### config.mk
export PLATFORM = sky130hd
export DESIGN_NAME = spi_rx_flat
export DESIGN_NICKNAME = d
export VERILOG_FILES = /design/src/rtl/spi_pkg.sv /design/src/rtl/spi_rx_if.sv /design/src/rtl/spi_sync_edge.sv /design/src/rtl/spi_rx.sv /design/src/flat_wrapper.sv
export SDC_FILE = /design/constraint.sdc
export NUM_CORES = 1
export LEC_CHECK = 0
export BUFFER_PORTS_ARGS = -buffer_cell sky130_fd_sc_hd__buf_2
export CAP_MARGIN = 20
export CELL_PAD_IN_SITES_DETAIL_PLACEMENT = 1
export CELL_PAD_IN_SITES_GLOBAL_PLACEMENT = 1
export CORE_UTILIZATION = 44
export CTS_CLUSTER_DIAMETER = 150
export DETAILED_ROUTE_END_ITERATION = 6
export GPL_TIMING_DRIVEN = 0
export PLACE_DENSITY = 0.82
export REMOVE_ABC_BUFFERS = 1
export SYNTH_ARGS = -nofsm -noshare
export SYNTH_HDL_FRONTEND = slang
export SYNTH_HIERARCHICAL = 1
export SYNTH_SLANG_ARGS = --single-unit
### constraint.sdc
create_clock -name clock_i -period 1.7 [get_ports clock_i]
set_input_delay 0.17 -clock clock_i [delete_from_list [all_inputs] [get_ports clock_i]]
set_output_delay 0.17 -clock clock_i [all_outputs]
set_load 0.05 [all_outputs]
### src/rtl/spi_pkg.sv
// Shared SPI definitions used by the receive and transmit sides.
package spi_pkg;

   typedef enum logic {
      SAMPLE_RISE,
      SAMPLE_FALL
   } spi_mode_t;

   localparam int unsigned SPI_SYNC_STAGES_DEFAULT = 2;

endpackage

### src/rtl/spi_rx_if.sv
// Bus between the SPI receive deserializer and the pins / DAQ datapath.
interface spi_rx_if #(
   parameter int unsigned WIDTH = 8
) ();

   logic             rx_en_i;
   logic             SCLK_i;
   logic             MISO_i;
   logic             rx_ack_i;
   logic             rx_clear_i;
   logic [WIDTH-1:0] rx_data_o;
   logic             rx_valid_o;
   logic             rx_overrun_o;
   logic             rx_busy_o;

   modport master (
      output rx_en_i, SCLK_i, MISO_i, rx_ack_i, rx_clear_i,
      input  rx_data_o, rx_valid_o, rx_overrun_o, rx_busy_o
   );

   modport slave (
      input  rx_en_i, SCLK_i, MISO_i, rx_ack_i, rx_clear_i,
      output rx_data_o, rx_valid_o, rx_overrun_o, rx_busy_o
   );

endinterface

### src/rtl/spi_sync_edge.sv
// N-stage synchronizer for SCLK and MISO with registered SCLK edge pulses.
module spi_sync_edge #(
   parameter int unsigned SYNC_STAGES = 2
) (
   input  logic clock_i,
   input  logic reset_ni,
   input  logic sclk,
   input  logic miso,
   output logic sclk_rise,
   output logic sclk_fall,
   output logic miso_sync
);

   logic [SYNC_STAGES-1:0] sclk_pipe;
   logic [SYNC_STAGES-1:0] miso_pipe;
   logic                   sclk_prev;

   // Edge pulses and miso_sync are registered together, so data stays aligned with its strobe.
   always_ff @(posedge clock_i or negedge reset_ni) begin
      if (!reset_ni) begin
         sclk_pipe <= '0;
         miso_pipe <= '0;
         sclk_prev <= 1'b0;
         sclk_rise <= 1'b0;
         sclk_fall <= 1'b0;
         miso_sync <= 1'b0;
      end else begin
         sclk_pipe <= {sclk_pipe[SYNC_STAGES-2:0], sclk};
         miso_pipe <= {miso_pipe[SYNC_STAGES-2:0], miso};
         sclk_prev <= sclk_pipe[SYNC_STAGES-1];
         sclk_rise <= sclk_pipe[SYNC_STAGES-1] & ~sclk_prev;
         sclk_fall <= ~sclk_pipe[SYNC_STAGES-1] & sclk_prev;
         miso_sync <= miso_pipe[SYNC_STAGES-1];
      end
   end

endmodule

### src/rtl/spi_rx.sv
// SPI receive deserializer: assembles WIDTH-bit words from MISO and hands
// them to the DAQ datapath with valid/ack and a sticky overrun flag.
module spi_rx
   import spi_pkg::*;
#(
   parameter int unsigned WIDTH         = 8,
   parameter bit          MSB_FIRST     = 1'b1,
   parameter bit          SAMPLE_RISING = 1'b1,
   parameter int unsigned SYNC_STAGES   = SPI_SYNC_STAGES_DEFAULT
) (
   input logic     clock_i,
   input logic     reset_ni,
   spi_rx_if.slave bus
);

   localparam spi_mode_t     MODE = SAMPLE_RISING ? SAMPLE_RISE : SAMPLE_FALL;
   localparam int unsigned   CW   = $clog2(WIDTH);
   localparam logic [CW-1:0] LAST = CW'(WIDTH - 1);

   logic             sclk_rise;
   logic             sclk_fall;
   logic             miso_sync;
   logic             strobe;
   logic             complete;
   logic [WIDTH-1:0] shift_q;
   logic [WIDTH-1:0] next_word;
   logic [CW-1:0]    count_q;
   logic [WIDTH-1:0] data_q;
   logic             valid_q;
   logic             overrun_q;

   spi_sync_edge #(
      .SYNC_STAGES (SYNC_STAGES)
   ) u_sync (
      .clock_i   (clock_i),
      .reset_ni  (reset_ni),
      .sclk      (bus.SCLK_i),
      .miso      (bus.MISO_i),
      .sclk_rise (sclk_rise),
      .sclk_fall (sclk_fall),
      .miso_sync (miso_sync)
   );

   always_comb begin
      strobe    = (MODE == SAMPLE_RISE) ? sclk_rise : sclk_fall;
      next_word = MSB_FIRST ? {shift_q[WIDTH-2:0], miso_sync}
                            : {miso_sync, shift_q[WIDTH-1:1]};
      complete  = bus.rx_en_i & strobe & (count_q == LAST);
   end

   always_ff @(posedge clock_i or negedge reset_ni) begin
      if (!reset_ni) begin
         shift_q   <= '0;
         count_q   <= '0;
         data_q    <= '0;
         valid_q   <= 1'b0;
         overrun_q <= 1'b0;
      end else begin
         if (!bus.rx_en_i) begin
            shift_q <= '0;
            count_q <= '0;
         end else if (strobe) begin
            shift_q <= next_word;
            count_q <= complete ? '0 : count_q + 1'b1;
         end

         if (complete) begin
            data_q  <= next_word;
            valid_q <= 1'b1;
         end else if (valid_q && bus.rx_ack_i) begin
            valid_q <= 1'b0;
         end

         // A fresh overrun outranks a clear in the same cycle.
         if (complete && valid_q && !bus.rx_ack_i)
            overrun_q <= 1'b1;
         else if (bus.rx_clear_i)
            overrun_q <= 1'b0;
      end
   end

   assign bus.rx_data_o    = data_q;
   assign bus.rx_valid_o   = valid_q;
   assign bus.rx_overrun_o = overrun_q;
   assign bus.rx_busy_o    = bus.rx_en_i & (count_q != '0);

endmodule
### src/flat_wrapper.sv
// flat-port wrapper written by rule: the top's interface ports become plain ports
module spi_rx_flat import spi_pkg::*;
#(
   parameter int unsigned WIDTH         = 8,
   parameter bit          MSB_FIRST     = 1'b1,
   parameter bit          SAMPLE_RISING = 1'b1,
   parameter int unsigned SYNC_STAGES   = SPI_SYNC_STAGES_DEFAULT
)
  (clock_i, reset_ni, bus_rx_en_i, bus_SCLK_i, bus_MISO_i, bus_rx_ack_i, bus_rx_clear_i, bus_rx_data_o, bus_rx_valid_o, bus_rx_overrun_o, bus_rx_busy_o);
  spi_rx_if #(.WIDTH(WIDTH)) bus_i ();
  input logic clock_i;
  input logic reset_ni;
  input wire logic [$bits(bus_i.rx_en_i)-1:0] bus_rx_en_i;
  input wire logic [$bits(bus_i.SCLK_i)-1:0] bus_SCLK_i;
  input wire logic [$bits(bus_i.MISO_i)-1:0] bus_MISO_i;
  input wire logic [$bits(bus_i.rx_ack_i)-1:0] bus_rx_ack_i;
  input wire logic [$bits(bus_i.rx_clear_i)-1:0] bus_rx_clear_i;
  output wire logic [$bits(bus_i.rx_data_o)-1:0] bus_rx_data_o;
  output wire logic [$bits(bus_i.rx_valid_o)-1:0] bus_rx_valid_o;
  output wire logic [$bits(bus_i.rx_overrun_o)-1:0] bus_rx_overrun_o;
  output wire logic [$bits(bus_i.rx_busy_o)-1:0] bus_rx_busy_o;
  assign bus_i.rx_en_i = bus_rx_en_i;
  assign bus_i.SCLK_i = bus_SCLK_i;
  assign bus_i.MISO_i = bus_MISO_i;
  assign bus_i.rx_ack_i = bus_rx_ack_i;
  assign bus_i.rx_clear_i = bus_rx_clear_i;
  assign bus_rx_data_o = bus_i.rx_data_o;
  assign bus_rx_valid_o = bus_i.rx_valid_o;
  assign bus_rx_overrun_o = bus_i.rx_overrun_o;
  assign bus_rx_busy_o = bus_i.rx_busy_o;
  spi_rx #(.WIDTH(WIDTH), .MSB_FIRST(MSB_FIRST), .SAMPLE_RISING(SAMPLE_RISING), .SYNC_STAGES(SYNC_STAGES)) u_core (.clock_i(clock_i), .reset_ni(reset_ni), .bus(bus_i));
endmodule
### After elaboration in Yosys (flattened, before gate mapping)

Cells that the tools add are included.

* add/sub/neg operators: 1
* multipliers: 0
* divide/modulo/power cells: 0
* $lt $le $gt $ge: 0
* eq/ne operators: 2
* shift-type cells: 0
* muxes and demuxes: 9
* bitwise gates (word level): 5
* reductions and logical operators: 7

Operators with widths (count)
* 7-bit two-way mux: 2
* 3-bit two-way mux: 3
* 1-bit AND: 4
* 1-bit two-way mux: 4
* 2-bit nonzero test: 2
* 3-bit by 1-bit adder with 3-bit output, second input constant: 1
* 3-bit equality test, second input constant: 1
* 1-bit logical AND: 3
* 3-bit nonzero test: 1
* 2-bit by 1-bit != test with 1-bit output, second input constant: 1
* 1-bit zero test: 1
* 1-bit NOT: 1

* register bits after elaboration: 27
* bits in latches: 0
* memory bits (writable): 0
* ROM bits: 0
* input port bits: 7
* output and inout port bits: 11
* memories kept: 0

### Depth between registers and ports, before layout

* depth after elaboration: 5
* mapped depth: 4
* depth with buffers taken out: 4

### Modules after synthesis

Netlist, hierarchy kept.

By module, submodules not included
* spi_rx: times used 1, cells an instance 64, area an instance 874.6 um^2, sequential area each 500.5 um^2
* spi_sync_edge: times used 1, cells an instance 10, area an instance 215.2 um^2, sequential area each 200.2 um^2

### Worst setup path before layout

No wires, ideal clock.

* kind: reg-to-output
* start: register u_core.count_q[0]
* end: output port bus_rx_busy_o
* data arrival time: 1.720 ns
* data required time: 1.530 ns
* slack: -0.190 ns
* stages on the path, launching flop included: 4
* buffers on the path: 0
* cell sequence: dfrtp_1 -> inv_1 -> ha_1 -> a21boi_0

* longest elaborated chain between the ends: 2

Ends and longest elaborated chain
* start: declaration: line spi_rx.sv:27 `logic [CW-1:0] count_q;`
* start signal: assignment: line spi_rx.sv:64 `count_q <= complete ? '0 : count_q + 1'b1;`
* 3-bit nonzero test: line spi_rx.sv:85 `assign bus.rx_busy_o = bus.rx_en_i & (count_q != '0);`
* 1-bit AND: line spi_rx.sv:85
* end: declaration: line flat_wrapper.sv:21 `output wire logic [$bits(bus_i.rx_busy_o)-1:0] bus_rx_busy_o;`

Every way passes these cells.

### Final worst setup path

Ends and elaborated chain as after synthesis.

==> flow_metrics.tcl <==
set metrics [dict create \
    holdCritPathClass "in -> reg" \
    netlist_area_sq_um 1060 \
    avgSynthCellArea_sq_um 14.7 \
    rsz0062_at_grt "false" \
    post_cts_resized 0 \
    setup-tns-final_ns 0 \
    n_antenna_cell 0 \
    clockPowerShare_pct 26.9 \
    fin_crit_ns 1.57 \
    fin_worst_hold_slack_ns 0.0500 \
    yosys_warnings 6 \
    slew_headroom_pct 57.9 \
    clkLatencyLatePin_ns 0.31 \
    power_leakage_nw 0.615 \
    start_util_pct 47.3 \
    cp_data_arrival_time_ns 1.40 \
    hpwl_um 1230 \
    vdd_ir_drop_max_v 0.000613 \
    layout_commonest_cell "dfrtp_1" \
    finalClockSkew_ns 0.00304 \
    seqPwrFrac_pct 67.7 \
    htreeDepth 1 \
    setup_viol 0 \
    worstPathMaxFanout 4 \
    cap_violations 0 \
    rr_startpoint "u_core/count_q[0]" \
    p_switching_mw 0.217 \
    post_drt_via_cell_ratio 4.94 \
    ios 18 \
    r2r_end "u_core/bus.rx_data_o[3]" \
    syn_to_final_growth_pct 15.6 \
    cts-root-buf "clkbuf_4" \
    nets 105 \
    finalWeightedCongestion 0.641 \
    min_to "u_core/bus.rx_overrun_o" \
    grt_pass1_wl_um 2840 \
    routed_wl_um 1700 \
    reg2regPathDepth 4 \
    cts_hold_buf 3 \
    dieWidth_um 51.0 \
    clockBufferDepth 2 \
    clk_pin_slew_worst_paths_ns 0.13 \
    postCtsSetupBuffers 0 \
    wire_per_inst_um 14.0 \
    critPathLaunchType "flip-flop" \
    total_power_mw 0.987 \
    final_util_pct 54.7 \
    cts_tree "built" \
    ant_nets 0 \
    cp-end-kind "output pin" \
    comb_power_share_pct 5.4 \
    holdCritStartpoint "bus_rx_clear_i" \
    die_h_um 51.0 \
    syn_inst 72 \
    dr_total_vias 603 \
    mostFrequentLayoutCells "dfrtp_1, buf_2, nor2b_1" \
    io_buffers 17 \
    status "completed" \
    worst_pin_slew_ns 0.632 \
    grt_max_degree 28 \
    cts_sinks 27 \
    hold_viol 0 \
    power.density_nw_per_um2 808 \
    required_ns 1.53 \
    path_class "reg -> out" \
    core_area_sq_um 2230 \
    fin_crit_sh_pct 92.5 \
    drtIter0Drc 0 \
    hold_depth 2 \
    rows 17 \
    grt_overflow_total 0 \
    grt_use_total_pct 15.3 \
    antenna_found_initial 0 \
    switching_share_pct 22.0 \
    final_max_slew_viol_count 0 \
    max_freq_ghz 0.636 \
    ff2ff_setup_slack_ns 0.18 \
    dieArea_sq_um 2600 \
    dr.pass1.iters 1 \
    route.detailed.drc 0 \
    drive_gt1_share_pct 33.0 \
    cts-buffers-inserted 3 \
    grt_pass1_vias 626 \
    p_int_mw 0.770 \
]
## cell type report
class	instances	area [sq um]
multi-input cells	39	350
clock buffers	3	22.5
well taps	28	35.0
fillers	239	1010
flip-flops and latches	27	676
repair buffers	20	115
clock inverters	1	7.51
inverters	4	15.0
## registers in the layout (all words and copies together), names as in the netlist
signal	flops
u_core/bus.rx_data_o	8
u_core/shift_q	7
u_core/count_q	3
u_core/u_sync/miso_pipe	2
u_core/u_sync/sclk_pipe	2
u_core/bus.rx_overrun_o	1
u_core/bus.rx_valid_o	1
u_core/u_sync/miso_sync	1
u_core/u_sync/sclk_prev	1
u_core/u_sync/sclk_rise	1
## worst max-delay path by stage
stage	slack, ns	to	from	cells after the start
3_3_place_gp	0.22	u_core/bus.rx_data_o[0]	u_core/count_q[0]	4
4_1_cts	0.09	bus_rx_busy_o	u_core/count_q[0]	4
3_5_place_dp	0.18	u_core/bus.rx_data_o[3]	u_core/count_q[0]	4
6_report	0.13	bus_rx_busy_o	u_core/count_q[0]	4
2_1_floorplan	-0.19	bus_rx_busy_o	u_core/count_q[0]	3
5_1_grt	0.06	bus_rx_busy_o	u_core/count_q[0]	4
## worst max-delay path: stages, from the launching register on
cell,delay [ns]
dfrtp_1,0.42
inv_1,0.06
ha_1,0.18
a21boi_0,0.15
buf_2,0.28
## metrics by stage
step                area, sq um  instances  setup WS, ns
floorplan                  1040         70        -0.190
global placement           1160        115         0.223
detailed placement         1160        115         0.180
CTS                        1220        122        0.0920
global route               1220        122        0.0572
finish                     1220        122         0.127
## power by group through the flow
stage                     Combinational (mW)  Sequential (mW)  Clock (mW)
after floorplan                       0.0235            0.676           0
after global placement                0.0482            0.679           0
after detailed placement              0.0497            0.680           0
after CTS                             0.0550            0.668       0.284
after global routing                  0.0599            0.670       0.301
final                                 0.0532            0.668       0.266
## layer usage
layer | GRT usage [%] | up-vias | wire, um
met5 | 0 | - | 0
met4 | 5.56 | 0 | 0
met3 | 3.57 | 0 | 50
met2 | 27.2 | 10 | 934
met1 | 17.9 | 310 | 718
li1 | - | 283 | -
Power figures use the tool's default switching activity.
